$ cat src/rtl/control_unit_if.sv
// Decode-stage request and ID/EX control bundle between the decoder and its neighbours.
// master drives opcode/stall/flush; slave is the control_unit that returns the bundle.
interface control_unit_if;
    logic [6:0] opcode;
    logic       stall;
    logic       flush;
    logic [1:0] alu_op;
    logic       alu_src;
    logic       ALUSrcA;
    logic       branch;
    logic       is_jal;
    logic       is_jalr;
    logic       is_lui;
    logic       is_sw;
    logic       is_lw;
    logic       MemRead;
    logic       MemWrite;
    logic       RegWrite;
    logic       MemtoReg;
    logic       illegal_op;

    modport master (
        output opcode, stall, flush,
        input  alu_op, alu_src, ALUSrcA, branch, is_jal, is_jalr, is_lui, is_sw, is_lw,
               MemRead, MemWrite, RegWrite, MemtoReg, illegal_op
    );

    modport slave (
        input  opcode, stall, flush,
        output alu_op, alu_src, ALUSrcA, branch, is_jal, is_jalr, is_lui, is_sw, is_lw,
               MemRead, MemWrite, RegWrite, MemtoReg, illegal_op
    );
endinterface

$ cat src/rtl/control_unit.sv
// RV32 main decoder: opcode -> control bundle, registered at the ID/EX boundary with stall/flush.
// Define CONTROL_UNIT_ILLEGAL_OP_EN to register an illegal-opcode flag; otherwise illegal_op is 0.
module control_unit (
    input logic           clk,
    input logic           rst_n,
    control_unit_if.slave bus
);

    localparam logic [6:0] OpR     = 7'b0110011;
    localparam logic [6:0] OpIAlu  = 7'b0010011;
    localparam logic [6:0] OpLoad  = 7'b0000011;
    localparam logic [6:0] OpJalr  = 7'b1100111;
    localparam logic [6:0] OpStore = 7'b0100011;
    localparam logic [6:0] OpBr    = 7'b1100011;
    localparam logic [6:0] OpJal   = 7'b1101111;
    localparam logic [6:0] OpLui   = 7'b0110111;
    localparam logic [6:0] OpAuipc = 7'b0010111;

    typedef struct packed {
        logic [1:0] alu_op;
        logic       alu_src;
        logic       alu_src_a;
        logic       branch;
        logic       is_jal;
        logic       is_jalr;
        logic       is_lui;
        logic       is_sw;
        logic       is_lw;
        logic       mem_read;
        logic       mem_write;
        logic       reg_write;
        logic       mem_to_reg;
    } ctrl_t;

    ctrl_t dec;
    ctrl_t ctrl_d;
    ctrl_t ctrl_q;

    // Unlisted opcodes fall through to an all-zero bundle: a no-op that never writes state.
    always_comb begin
        dec = '0;
        case (bus.opcode)
            OpR: begin
                dec.alu_op    = 2'b10;
                dec.reg_write = 1'b1;
            end
            OpIAlu: begin
                dec.alu_op    = 2'b10;
                dec.alu_src   = 1'b1;
                dec.reg_write = 1'b1;
            end
            OpLoad: begin
                dec.alu_op     = 2'b00;
                dec.alu_src    = 1'b1;
                dec.is_lw      = 1'b1;
                dec.mem_read   = 1'b1;
                dec.reg_write  = 1'b1;
                dec.mem_to_reg = 1'b1;
            end
            OpJalr: begin
                dec.alu_op    = 2'b11;
                dec.alu_src   = 1'b1;
                dec.is_jalr   = 1'b1;
                dec.reg_write = 1'b1;
            end
            OpStore: begin
                dec.alu_op    = 2'b00;
                dec.alu_src   = 1'b1;
                dec.is_sw     = 1'b1;
                dec.mem_write = 1'b1;
            end
            OpBr: begin
                dec.alu_op = 2'b01;
                dec.branch = 1'b1;
            end
            OpJal: begin
                dec.alu_op    = 2'b11;
                dec.alu_src   = 1'b1;
                dec.is_jal    = 1'b1;
                dec.reg_write = 1'b1;
            end
            OpLui: begin
                dec.alu_op    = 2'b11;
                dec.alu_src   = 1'b1;
                dec.is_lui    = 1'b1;
                dec.reg_write = 1'b1;
            end
            OpAuipc: begin
                dec.alu_op    = 2'b11;
                dec.alu_src   = 1'b1;
                dec.alu_src_a = 1'b1;
                dec.reg_write = 1'b1;
            end
            default: dec = '0;
        endcase
    end

    // Flush beats stall so a squashed slot never survives a concurrent hold.
    always_comb begin
        if (bus.flush) begin
            ctrl_d = '0;
        end else if (bus.stall) begin
            ctrl_d = ctrl_q;
        end else begin
            ctrl_d = dec;
        end
    end

    always_ff @(posedge clk or negedge rst_n) begin
        if (!rst_n) begin
            ctrl_q <= '0;
        end else begin
            ctrl_q <= ctrl_d;
        end
    end

    assign bus.alu_op   = ctrl_q.alu_op;
    assign bus.alu_src  = ctrl_q.alu_src;
    assign bus.ALUSrcA  = ctrl_q.alu_src_a;
    assign bus.branch   = ctrl_q.branch;
    assign bus.is_jal   = ctrl_q.is_jal;
    assign bus.is_jalr  = ctrl_q.is_jalr;
    assign bus.is_lui   = ctrl_q.is_lui;
    assign bus.is_sw    = ctrl_q.is_sw;
    assign bus.is_lw    = ctrl_q.is_lw;
    assign bus.MemRead  = ctrl_q.mem_read;
    assign bus.MemWrite = ctrl_q.mem_write;
    assign bus.RegWrite = ctrl_q.reg_write;
    assign bus.MemtoReg = ctrl_q.mem_to_reg;

`ifdef CONTROL_UNIT_ILLEGAL_OP_EN
    logic illegal_dec;
    logic illegal_d;
    logic illegal_q;

    always_comb begin
        case (bus.opcode)
            OpR, OpIAlu, OpLoad, OpJalr, OpStore, OpBr, OpJal, OpLui, OpAuipc: illegal_dec = 1'b0;
            default: illegal_dec = 1'b1;
        endcase
    end

    always_comb begin
        if (bus.flush) begin
            illegal_d = 1'b0;
        end else if (bus.stall) begin
            illegal_d = illegal_q;
        end else begin
            illegal_d = illegal_dec;
        end
    end

    always_ff @(posedge clk or negedge rst_n) begin
        if (!rst_n) begin
            illegal_q <= 1'b0;
        end else begin
            illegal_q <= illegal_d;
        end
    end

    assign bus.illegal_op = illegal_q;
`else
    assign bus.illegal_op = 1'b0;
`endif

endmodule

$ cat src/flat_wrapper.sv
// flat-port wrapper written by rule: the top's interface ports become plain ports
module control_unit_flat 
  (clk, rst_n, bus_opcode, bus_stall, bus_flush, bus_alu_op, bus_alu_src, bus_ALUSrcA, bus_branch, bus_is_jal, bus_is_jalr, bus_is_lui, bus_is_sw, bus_is_lw, bus_MemRead, bus_MemWrite, bus_RegWrite, bus_MemtoReg, bus_illegal_op);
  control_unit_if bus_i ();
  input logic clk;
  input logic rst_n;
  input wire logic [$bits(bus_i.opcode)-1:0] bus_opcode;
  input wire logic [$bits(bus_i.stall)-1:0] bus_stall;
  input wire logic [$bits(bus_i.flush)-1:0] bus_flush;
  output wire logic [$bits(bus_i.alu_op)-1:0] bus_alu_op;
  output wire logic [$bits(bus_i.alu_src)-1:0] bus_alu_src;
  output wire logic [$bits(bus_i.ALUSrcA)-1:0] bus_ALUSrcA;
  output wire logic [$bits(bus_i.branch)-1:0] bus_branch;
  output wire logic [$bits(bus_i.is_jal)-1:0] bus_is_jal;
  output wire logic [$bits(bus_i.is_jalr)-1:0] bus_is_jalr;
  output wire logic [$bits(bus_i.is_lui)-1:0] bus_is_lui;
  output wire logic [$bits(bus_i.is_sw)-1:0] bus_is_sw;
  output wire logic [$bits(bus_i.is_lw)-1:0] bus_is_lw;
  output wire logic [$bits(bus_i.MemRead)-1:0] bus_MemRead;
  output wire logic [$bits(bus_i.MemWrite)-1:0] bus_MemWrite;
  output wire logic [$bits(bus_i.RegWrite)-1:0] bus_RegWrite;
  output wire logic [$bits(bus_i.MemtoReg)-1:0] bus_MemtoReg;
  output wire logic [$bits(bus_i.illegal_op)-1:0] bus_illegal_op;
  assign bus_i.opcode = bus_opcode;
  assign bus_i.stall = bus_stall;
  assign bus_i.flush = bus_flush;
  assign bus_alu_op = bus_i.alu_op;
  assign bus_alu_src = bus_i.alu_src;
  assign bus_ALUSrcA = bus_i.ALUSrcA;
  assign bus_branch = bus_i.branch;
  assign bus_is_jal = bus_i.is_jal;
  assign bus_is_jalr = bus_i.is_jalr;
  assign bus_is_lui = bus_i.is_lui;
  assign bus_is_sw = bus_i.is_sw;
  assign bus_is_lw = bus_i.is_lw;
  assign bus_MemRead = bus_i.MemRead;
  assign bus_MemWrite = bus_i.MemWrite;
  assign bus_RegWrite = bus_i.RegWrite;
  assign bus_MemtoReg = bus_i.MemtoReg;
  assign bus_illegal_op = bus_i.illegal_op;
  control_unit u_core (.clk(clk), .rst_n(rst_n), .bus(bus_i));
endmodule
$ cat config.mk
export PLATFORM = sky130hd
export DESIGN_NAME = control_unit_flat
export DESIGN_NICKNAME = d
export VERILOG_FILES = /design/src/rtl/control_unit_if.sv /design/src/rtl/control_unit.sv /design/src/flat_wrapper.sv
export SDC_FILE = /design/constraint.sdc
export NUM_CORES = 1
export LEC_CHECK = 0
export BUFFER_PORTS_ARGS = -buffer_cell sky130_fd_sc_hd__buf_2
export CORE_ASPECT_RATIO = 1.5
export CORE_MARGIN = 5
export CORE_UTILIZATION = 32
export DETAILED_ROUTE_END_ITERATION = 6
export GPL_ROUTABILITY_DRIVEN = 0
export PLACE_DENSITY = 0.63
export REMOVE_ABC_BUFFERS = 1
export SYNTH_ARGS = -nofsm -noshare
export SYNTH_HDL_FRONTEND = slang
export SYNTH_SLANG_ARGS = --single-unit
$ cat constraint.sdc
create_clock -name clk -period 1.69 [get_ports clk]
set_input_delay 0.338 -clock clk [delete_from_list [all_inputs] [get_ports clk]]
set_output_delay 0.338 -clock clk [all_outputs]
set_load 0.03 [all_outputs]
* Word-level counts from Yosys, hierarchy flattened
Index checks and enable logic that the tools add are counted.
** Word-level totals
- Register bits :: 14
- Logic and storage cells :: 40
** Cells by class
- Equality and inequality tests :: 10
- Multiplexer cells :: 13
- Reductions and logical operators :: 4
** Operators with widths (count)
- 14-bit two-way mux :: 2
- 7-bit by 6-bit == test with 1-bit output, second input constant :: 3
- 7-bit == test, second input constant :: 3
- 7-bit by 5-bit == test with 1-bit output, second input constant :: 2
- 7-bit OR reduction :: 2
- 1-bit two-way mux :: 9
- 7-bit by 2-bit == test with 1-bit output, second input constant :: 1
- 2-bit case mux with 3 select lines :: 1
- 4-bit OR reduction :: 1
- 2-bit two-way mux :: 1
- 2-bit by 1-bit inequality test with 1-bit output, second input constant :: 1
- 2-bit OR reduction :: 1

* Logic depth before layout (Yosys ltp)
Gate-level depths: netlist of the first run.
- Word-level depth :: 5
- Mapped depth :: 4
- Depth with buffers taken out :: 3

* Worst setup path after synthesis of the first run
No wires, ideal clock.
- Kind :: reg2out
- Start :: register, netlist name u_core.bus.is_lw
- End :: output port bus_MemtoReg
- Arrival time :: 0.739 ns
- Required time :: 1.352 ns
- Slack :: 0.613 ns
- Cell stages (with the launch flop) :: 2
- Cell sequence :: dfrtp_1 buf_4
** RTL lines
- to (decl) :: line flat_wrapper.sv:22 : output wire logic [$bits(bus_i.MemtoReg)-1:0] bus_MemtoReg;

* Worst setup path in the final report of the first run
- Start :: register u_core.ctrl_q (netlist bit u_core.bus.is_lw)
- End :: output port bus_is_lw
** RTL lines
- from (decl) :: line control_unit.sv:37 : ctrl_t ctrl_q;
- from (signal assigned) :: line control_unit.sv:113 : ctrl_q <= ctrl_d;
- to (decl) :: line flat_wrapper.sv:18 : output wire logic [$bits(bus_i.is_lw)-1:0] bus_is_lw;
No word-level cell between the ends.

==> metrics, run 1 <==
nets=99; Critical Path Start Type=flop; share of layout cells above drive strength 1=0.391; drt total wl=1380 um; Top delay family on crit path=flip-flops; WL met2=~700 um; placed inst area=752 sq um; status=finished clean; DRC Markers=0; fin area=788 sq um; Layout area overhead=21.9%; worst min path class=input pin to flop; DRT met1 WL=546 um; Final period util=0.703; Detailed Place HPWL=between 1000 and 1500 um; Tmin final=1.19 ns; total congestion overflow=0; num ports=26; clock-pin transition on the worst setup and hold timing paths=0.07 ns; detailed-route via count=557; die area=3040 sq um; WL per Instance=between 10 and 15 um; max reg flops=2; H-tree lvl count=1; Buffers on Ports=24; CP max FO=4; Yosys warnings=0; FP Rows=20; drt first pass iters=2; critical path class=flop to output pin; DRT antenna net count=0; starting DRC count in detailed routing=6; first-pass GRT wire length=about 2300 um; clk sinks=11; Via density=5.11; final-report hold violation count=0; f_max=842 MHz; IR drop worst, VDD=409 uV; Required @ worst endpoint=1.35 ns; Vert. Die Dim=65.1 um; Worst-Skew Late Latency=0.26 ns; root buf cell=clkbuf_4; worst slack, placed=approximately 0.48 ns; metal3 WL=63 um; clock skew=0 ns; Fin Setup TNS=0 ns; number of antenna violations at the first check in global routing=0; largest net degree at the start of global routing=22; maximum buffer depth of the clock tree=2; Post-Synthesis Cells=65; CORE AREA=1980 sq um; Die Width=46.7 um; final setup violation count=0; Leak=0.380 nW; top routing layer used=met4; Max-Cap Viols=0; CTS tree=done; Buf+Inv Stages, Crit Path=1; Max Slew Vio Count=0; #FFs+latches synth=11; crit end category=output pin; post-synthesis sequential area ratio=0.426; syn_area_per_cell=9.95 sq um; power per cell area=674 nW/um^2; GRT Resource Usage Total=0.106; post-synth cell types=26; total CTS buffers=3; area of the mapped netlist=about 650 sq um; CP arrival=0.85 ns; vias in the first global route=561; crit-path cells=buf_2; RSZ-0062 raised after global routing=no; Total Power=0.531 mW; slowest stage delay, CP=0.38 ns; initial core utilization=0.327; Max stage delay cell, worst path=dfrtp_1; diode count=0; worst setup margin=0.503 ns
## layer usage
layer  GRT usage  vias to the layer above
met3     0.00833                        4
met5           0                        -
li1            -                      278
met4      0.0934                        0
met2       0.171                       14
met1       0.117                      261
## what timing repair did
action,in CTS,in global routing
gates resized for setup,0,0
hold buffers,1,0
buffers inserted,0,0
endpoints found under the hold margin,11,0
setup endpoints to repair,0,0
## power breakdown
part | internal, mW | switching (mW)
Sequential | 0.268 | 0.00195
Combinational | 0.0300 | 0.0573
Clock | 0.0912 | 0.0833
## area by class of cell
| type | instances | area [sq um] |
|---|---|---|
| inverters | 3 | 11.3 |
| well taps | 22 | 27.5 |
| repair buffers | 25 | 130 |
| clock buffers | 4 | 26.3 |
| fillers | 210 | 1190 |
| multi-input cells | 44 | 318 |
| flip-flops and latches | 11 | 275 |
## logic make-up (layout without fill, tap and decap cells)
| group | Yosys count | count (layout) | synth area share |
|---|---|---|---|
| DFF | 11 | 11 | 0.426 |
| buffers and inverters | 10 | 32 | 0.0832 |
| and+or+nand+nor | 28 | 28 | 0.290 |
| other | 1 | 1 | 0.00580 |
| AOI/OAI and AO/OA | 15 | 15 | 0.195 |
## Yosys cell counts
master	n	share of area
a21oi_1	7	0.054
a221oi_2	3	0.070
a31oi_1	2	0.019
a32oi_1	1	0.014
and2b_1	1	0.012
and3_1	1	0.0097
and3b_1	2	0.027
and4bb_1	1	0.019
buf_1	1	0.0058
buf_2	1	0.0077
buf_4	4	0.046
clkbuf_1	1	0.0058
conb_1	1	0.0058
dfrtp_1	11	0.43
inv_1	3	0.017
nand2_1	7	0.041
nand2b_1	1	0.0097
nand3b_1	3	0.035
nand4_1	3	0.029
nand4b_1	2	0.027
nor2_1	4	0.023
nor2b_1	1	0.0097
nor3b_4	1	0.029
nor4_2	1	0.019
o21ai_2	1	0.014
o311ai_2	1	0.025
## final timing paths
kind / cells after the start / slack [ns] / to / start
setup / recovery: 1 / 0.50 / bus_is_lw / u_core.bus.is_lw$_DFFE_PN0P_
hold / removal: 3 / 0.36 / u_core.bus.is_lw$_DFFE_PN0P_ / bus_opcode[0]
setup reg to reg: 2 / 0.97 / u_core.bus.alu_src$_DFFE_PN0P_ / u_core.bus.alu_src$_DFFE_PN0P_
hold reg to reg: 2 / 0.51 / u_core.bus.ALUSrcA$_DFFE_PN0P_ / u_core.bus.ALUSrcA$_DFFE_PN0P_
max in group asynchronous: 2 / 1.02 / u_core.bus.is_lw$_DFFE_PN0P_ / rst_n
min in group asynchronous: 2 / 0.47 / u_core.bus.is_jal$_DFFE_PN0P_ / rst_n
## cells in the final DEF, fill, tap and decap left out, types with 2 or more instances in the layout
cell	instances
a21oi_1	7
a221oi_2	3
a31oi_1	2
and3b_1	2
buf_2	24
clkbuf_4	3
dfrtp_1	11
inv_1	3
nand2_1	7
nand3b_1	3
nand4_1	3
nand4b_1	2
nor2_1	4
## stage by stage
step                hold WS [ns]   util  cells
global route               0.363  0.399    109
detailed placement         0.221  0.380    104
floorplan                 0.0424      -     58
global placement           0.216  0.380    104
CTS                        0.361  0.399    109
finish                     0.362  0.399    109
No activity file was read; power rests on OpenSTA's default activity.
==> run 2: changes to the inputs <==
==> constraint.sdc (replaced) <==
create_clock -name clk -period 1.2 [get_ports clk]
set_input_delay 0.24 -clock clk [delete_from_list [all_inputs] [get_ports clk]]
set_output_delay 0.24 -clock clk [all_outputs]
set_load 0.03 [all_outputs]
==> run 2 against run 1 <==
Power grew 43%. Design area increased by 0.95%. First-iteration DRC count grew to 2.7 times the previous value. Clock skew unchanged. Sequential share of layout area shrank 0.33 points. Clock power up 47%. Sequential cell count stayed put. Non-clock buffer count is 1 higher. Clock-buffer cell count stayed put. Combinational power grew 44%. Die area did not move. Setup slack lost 0.41 ns.
==> metrics, run 2 (synthesis gave the netlist of run 1 again) <==
Max Slew Vio Count=0 (unchanged); area occupied by multi-input gates=318 sq um (unchanged); worst slack, placed=0.0726 ns (-0.407 ns); share of layout cells above drive strength 1=0.398 (+0.00692); maximum buffer depth of the clock tree=2 (unchanged); Die Width=46.7 um (unchanged); power per cell area=958 nW/um^2 (+42%); Tmin final=between 1 and 1.5 ns; crit-path cells=buf_2; post_cts resized=0 (unchanged); clk sinks=11 (unchanged); final setup violation count=0 (unchanged); crit end category=output pin; Inst Count DP=105 (+0.96%); Leak=0.385 nW (+1.3%); most common cell after layout, fill and taps aside=buf_2; critical path class=flop to output pin; root buf cell=clkbuf_4; clock skew=0 ns (unchanged); Via density=5.15 (+0.87%); clock-pin transition on the worst setup and hold timing paths=0.07 ns (about the same); GRT Resource Usage Total=0.105 (-0.00102); # fillers=211 (+0.48%); Max stage delay cell, worst path=dfrtp_1; DRT antenna net count=0 (unchanged); total CTS buffers=3 (unchanged); Top delay family on crit path=flip-flops; Fin Setup TNS=0 ns (unchanged); most frequent cells in the layout=24 x buf_2, 11 x dfrtp_1, 7 x nand2_1, 7 x a21oi_1, 4 x nor2_1; slowest stage delay, CP=0.38 ns (about the same); Total Power=0.762 mW (+43%); largest net degree at the start of global routing=16 (-27%); max reg flops=2 (unchanged); first-pass GRT wire length=2280 um (-1.8%); Worst Hold Depth=3 (unchanged); vias in the first global route=528 (-5.9%); worst setup margin=0.0977 ns (-0.405 ns); number of antenna violations at the first check in global routing=0 (unchanged); DRC Markers=0 (unchanged); initial core utilization=0.327 (unchanged); status=finished clean; # Post-CTS Setup Buffers=0 (unchanged); placed inst area=759 sq um (+1.0%); CP arrival=0.86 ns (about the same); sequential standard cell area=275 sq um (unchanged); drt first pass iters=3 (+1); worst min path class=input pin to flop; IR drop worst, VDD=417 uV (+1.9%); fin cells=110 (+0.92%); f_max=about 900 MHz; total congestion overflow=0 (unchanged); fin area=796 sq um (+0.95%); H-tree lvl count=1 (unchanged); CORE AREA=1980 sq um (unchanged); detailed-route via count=567 (+1.8%); RSZ-0062 raised after global routing=no; die area=3040 sq um (unchanged); Final period util=0.919; CTS tree=done; Worst-Skew Late Latency=0.27 ns (about the same); Critical Path Start Type=flop; CP Depth=1 (unchanged); final-report hold violation count=0 (unchanged); starting DRC count in detailed routing=16 (+10); Buffers on Ports=24 (unchanged); drt total wl=1430 um (+4.0%); CP max FO=3 (-1); FP Rows=20 (unchanged); Buf+Inv Stages, Crit Path=1 (unchanged); diode count=0 (unchanged); Layout area overhead=23.0%; num ports=26 (unchanged); WL per Instance=13.0 um (+3.1%); Required @ worst endpoint=0.96 ns (-0.39 ns); FF-to-FF path depth=2 (unchanged); Max-Cap Viols=0 (unchanged); Vert. Die Dim=65.1 um (unchanged); nets=100 (+1.0%)
[run 2: cell count changes in the layout (fill, tap and decap cells not counted)]
cell,before,now
buf_4,0,1
[run 2: cell type report]
class	count	area share
inverters	3	0.0142
flip-flops and latches	11	0.346
clock buffers	4	0.0330
well taps	22	0.0346
repair buffers	26	0.173
multi-input cells	44	0.399
[run 2: worst reg2reg max path: stages (launching register included)]
cell	delay, ns
dfrtp_1	0.35
inv_1	0.05
a221oi_2	0.26
[run 2: final timing paths]
path	from	endpoint	slack [ns]
max	u_core.bus.is_sw$_DFFE_PN0P_	bus_MemWrite	0.1
min	bus_opcode[0]	u_core.bus.is_lw$_DFFE_PN0P_	0.26
max reg2reg	u_core.bus.RegWrite$_DFFE_PN0P_	u_core.bus.RegWrite$_DFFE_PN0P_	0.44
min reg2reg	u_core.bus.branch$_DFFE_PN0P_	u_core.bus.branch$_DFFE_PN0P_	0.53
max in group asynchronous	rst_n	u_core.bus.alu_op[0]$_DFFE_PN0P_	0.62
min in group asynchronous	rst_n	u_core.bus.is_sw$_DFFE_PN0P_	0.37
[run 2: layer usage]
metal / vias to the layer above / GRT usage / part of all wire
met2: 14 / 0.172 / 0.55
met1: 272 / 0.117 / 0.38
met5: - / 0 / 0
met4: 0 / 0.0830 / 0.029
met3: 4 / 0.00833 / 0.041
li1: 277 / - / -
[run 2: timing repair]
| item | in CTS | in global routing |
|---|---|---|
| endpoints found under the hold margin | 11 | 0 |
| setup endpoints to repair | 0 | 0 |
| hold buffers | 1 | 0 |
[run 2: report_power, final]
| group | internal, mW | switching, mW |
|---|---|---|
| sequential | 0.377 | 0.00318 |
| combinational | 0.0443 | 0.0812 |
| clock | 0.129 | 0.128 |
[run 2: metrics by stage]
stage,hold WS (ns),utilization
floorplan,-0.0556,-
CTS,0.253,0.403
finish,0.255,0.403
global route,0.286,0.403
global placement,0.116,0.384
detailed placement,0.124,0.384
==> run 3: changes to the inputs <==
--- a/config.mk
+++ b/config.mk
@@ -7,12 +7,12 @@
 export LEC_CHECK = 0
 export BUFFER_PORTS_ARGS = -buffer_cell sky130_fd_sc_hd__buf_2
 export CORE_ASPECT_RATIO = 1.5
-export CORE_MARGIN = 5
 export CORE_UTILIZATION = 32
 export DETAILED_ROUTE_END_ITERATION = 6
 export GPL_ROUTABILITY_DRIVEN = 0
 export PLACE_DENSITY = 0.63
 export REMOVE_ABC_BUFFERS = 1
+export SLEW_MARGIN = 20
 export SYNTH_ARGS = -nofsm -noshare
 export SYNTH_HDL_FRONTEND = slang
 export SYNTH_SLANG_ARGS = --single-unit
==> run 3 against run 2 <==
Setup slack gained 0.014 ns. Combinational power is essentially flat. Non-clock buffer count grew 1.
==> metrics, run 3 (synthesis gave the netlist of run 1 again) <==
status=finished clean; Leak=0.390 nW (+1.2%); Required @ worst endpoint=0.96 ns (about the same); CORE AREA=1850 sq um (-6.2%); number of antenna violations at the first check in global routing=0 (unchanged); clk sinks=11 (unchanged); most common cell after layout, fill and taps aside=buf_2; largest net degree at the start of global routing=17 (+1); CP Depth=1 (unchanged); most frequent cells in the layout=24 x buf_2, 11 x dfrtp_1, 7 x nand2_1, 7 x a21oi_1, 4 x nor2_1; crit-path cells=buf_2; die area=2210 sq um (-27%); FP Rows=19 (-5.0%); diode count=0 (unchanged); num ports=26 (unchanged); Fin Setup TNS=0 ns (unchanged); power per cell area=954 nW/um^2 (-0.39%); total CTS buffers=3 (unchanged); clock skew=0 ns (unchanged); share of layout cells above drive strength 1=0.404 (+0.00677); Buf+Inv Stages, Crit Path=1 (unchanged); f_max=918 MHz (+1.2%); Final Util=0.433 (+0.0300); final-report hold violation count=0 (unchanged); Inst Count DP=105 (unchanged); total congestion overflow=0 (unchanged); detailed-route via count=565 (-0.35%); DRT antenna net count=0 (unchanged); worst min path class=input pin to flop; CP max FO=4 (+1); Max Slew Vio Count=0 (unchanged); nets=101 (+1.0%); r2r setup slk=0.47 ns (+0.03 ns); initial core utilization=0.349 (+0.0216); Layout area overhead=24.0%; root buf cell=clkbuf_4; Max stage delay cell, worst path=dfrtp_1; critical path class=flop to output pin; IR drop worst, VDD=598 uV (+43%); starting DRC count in detailed routing=13 (-3); FF-to-FF path depth=2 (unchanged); slowest stage delay, CP=0.39 ns (about the same); H-tree lvl count=1 (unchanged); Max-Cap Viols=0 (unchanged); first-pass GRT wire length=2180 um (-4.3%); Top delay family on crit path=flip-flops; Vert. Die Dim=57.1 um (-12%); CTS tree=done; Critical Path Start Type=flop; final setup violation count=0 (unchanged); WL per Instance=11.5 um (-12%); Die Width=38.7 um (-17%); crit end category=output pin; Buffers on Ports=24 (unchanged); maximum buffer depth of the clock tree=2 (unchanged); max reg flops=2 (unchanged); Worst Hold Depth=2 (-1); Tmin final=1.09 ns (-0.0136 ns); DRC Markers=0 (unchanged); Final period util=0.907 (-0.0113); GRT Resource Usage Total=0.137 (+0.0323); fin cells=110 (unchanged); clock-pin transition on the worst setup and hold timing paths=0.07 ns (about the same); Via density=5.14 (-0.35%); drt total wl=1270 um (-12%); RSZ-0062 raised after global routing=no; drt first pass iters=4 (+1); vias in the first global route=537 (+1.7%); Worst-Skew Late Latency=0.27 ns (about the same); CP arrival=0.85 ns (about the same); Detailed Place HPWL=1010 um
-- run 3: cell count changes in the layout (fill, tap and decap cells not counted) --
| cell | change |
|---|---|
| buf_4 | +1 |
-- run 3: repair_timing --
action / CTS / global route
setup endpoints to repair: 0 / 0
hold endpoints to repair: 11 / 0
resized for setup: 0 / 0
hold buffers: 1 / 0
buffers inserted: 0 / 0
-- run 3: path summary, 6_finish.rpt --
kind | from | to
worst max register to register | u_core.bus.RegWrite$_DFFE_PN0P_ | u_core.bus.RegWrite$_DFFE_PN0P_
max in group asynchronous | rst_n | u_core.bus.RegWrite$_DFFE_PN0P_
worst max-delay path | u_core.bus.is_lw$_DFFE_PN0P_ | bus_MemtoReg
min in group asynchronous | rst_n | u_core.bus.is_jal$_DFFE_PN0P_
worst min-delay path | bus_flush | u_core.bus.is_lw$_DFFE_PN0P_
worst min register to register | u_core.bus.branch$_DFFE_PN0P_ | u_core.bus.branch$_DFFE_PN0P_
-- run 3: metrics by stage --
step	area [sq um]	power, mW	worst slack, ns	hold WS [ns]
finish	802	0.765	0.111	0.245
global route	802	0.800	0.0686	0.258
detailed placement	766	0.513	0.0952	0.124
floorplan	604	0.443	0.0474	-0.0556
CTS	802	0.771	0.101	0.242
global placement	766	0.511	0.0993	0.119
-- run 3: final cells by class --
type                            count  area, sq um
Tap cell                           21         26.3
Timing Repair Buffer               27          145
Clock buffer                        4         26.3
Inverter                            3         11.3
Multi-Input combinational cell     44          318
Fill cell                         194         1050
Sequential cell                    11          275
-- run 3: per-layer routing --
| metal | share of wire | track usage | vias up |
|---|---|---|---|
| met5 | 0 | 0 | - |
| met4 | 0.025 | 0.0936 | 0 |
| met3 | 0.055 | 0.0233 | 4 |
| met2 | 0.52 | 0.212 | 20 |
| met1 | 0.40 | 0.168 | 261 |
| li1 | - | - | 280 |
-- run 3: where the power goes --
| group | internal, mW | switching, mW | leakage [nW] |
|---|---|---|---|
| clock network | 0.129 | 0.129 | 0.0150 |
| logic | 0.0464 | 0.0810 | 0.223 |
| registers | 0.377 | 0.00265 | 0.152 |
| total | 0.552 | 0.213 | 0.390 |
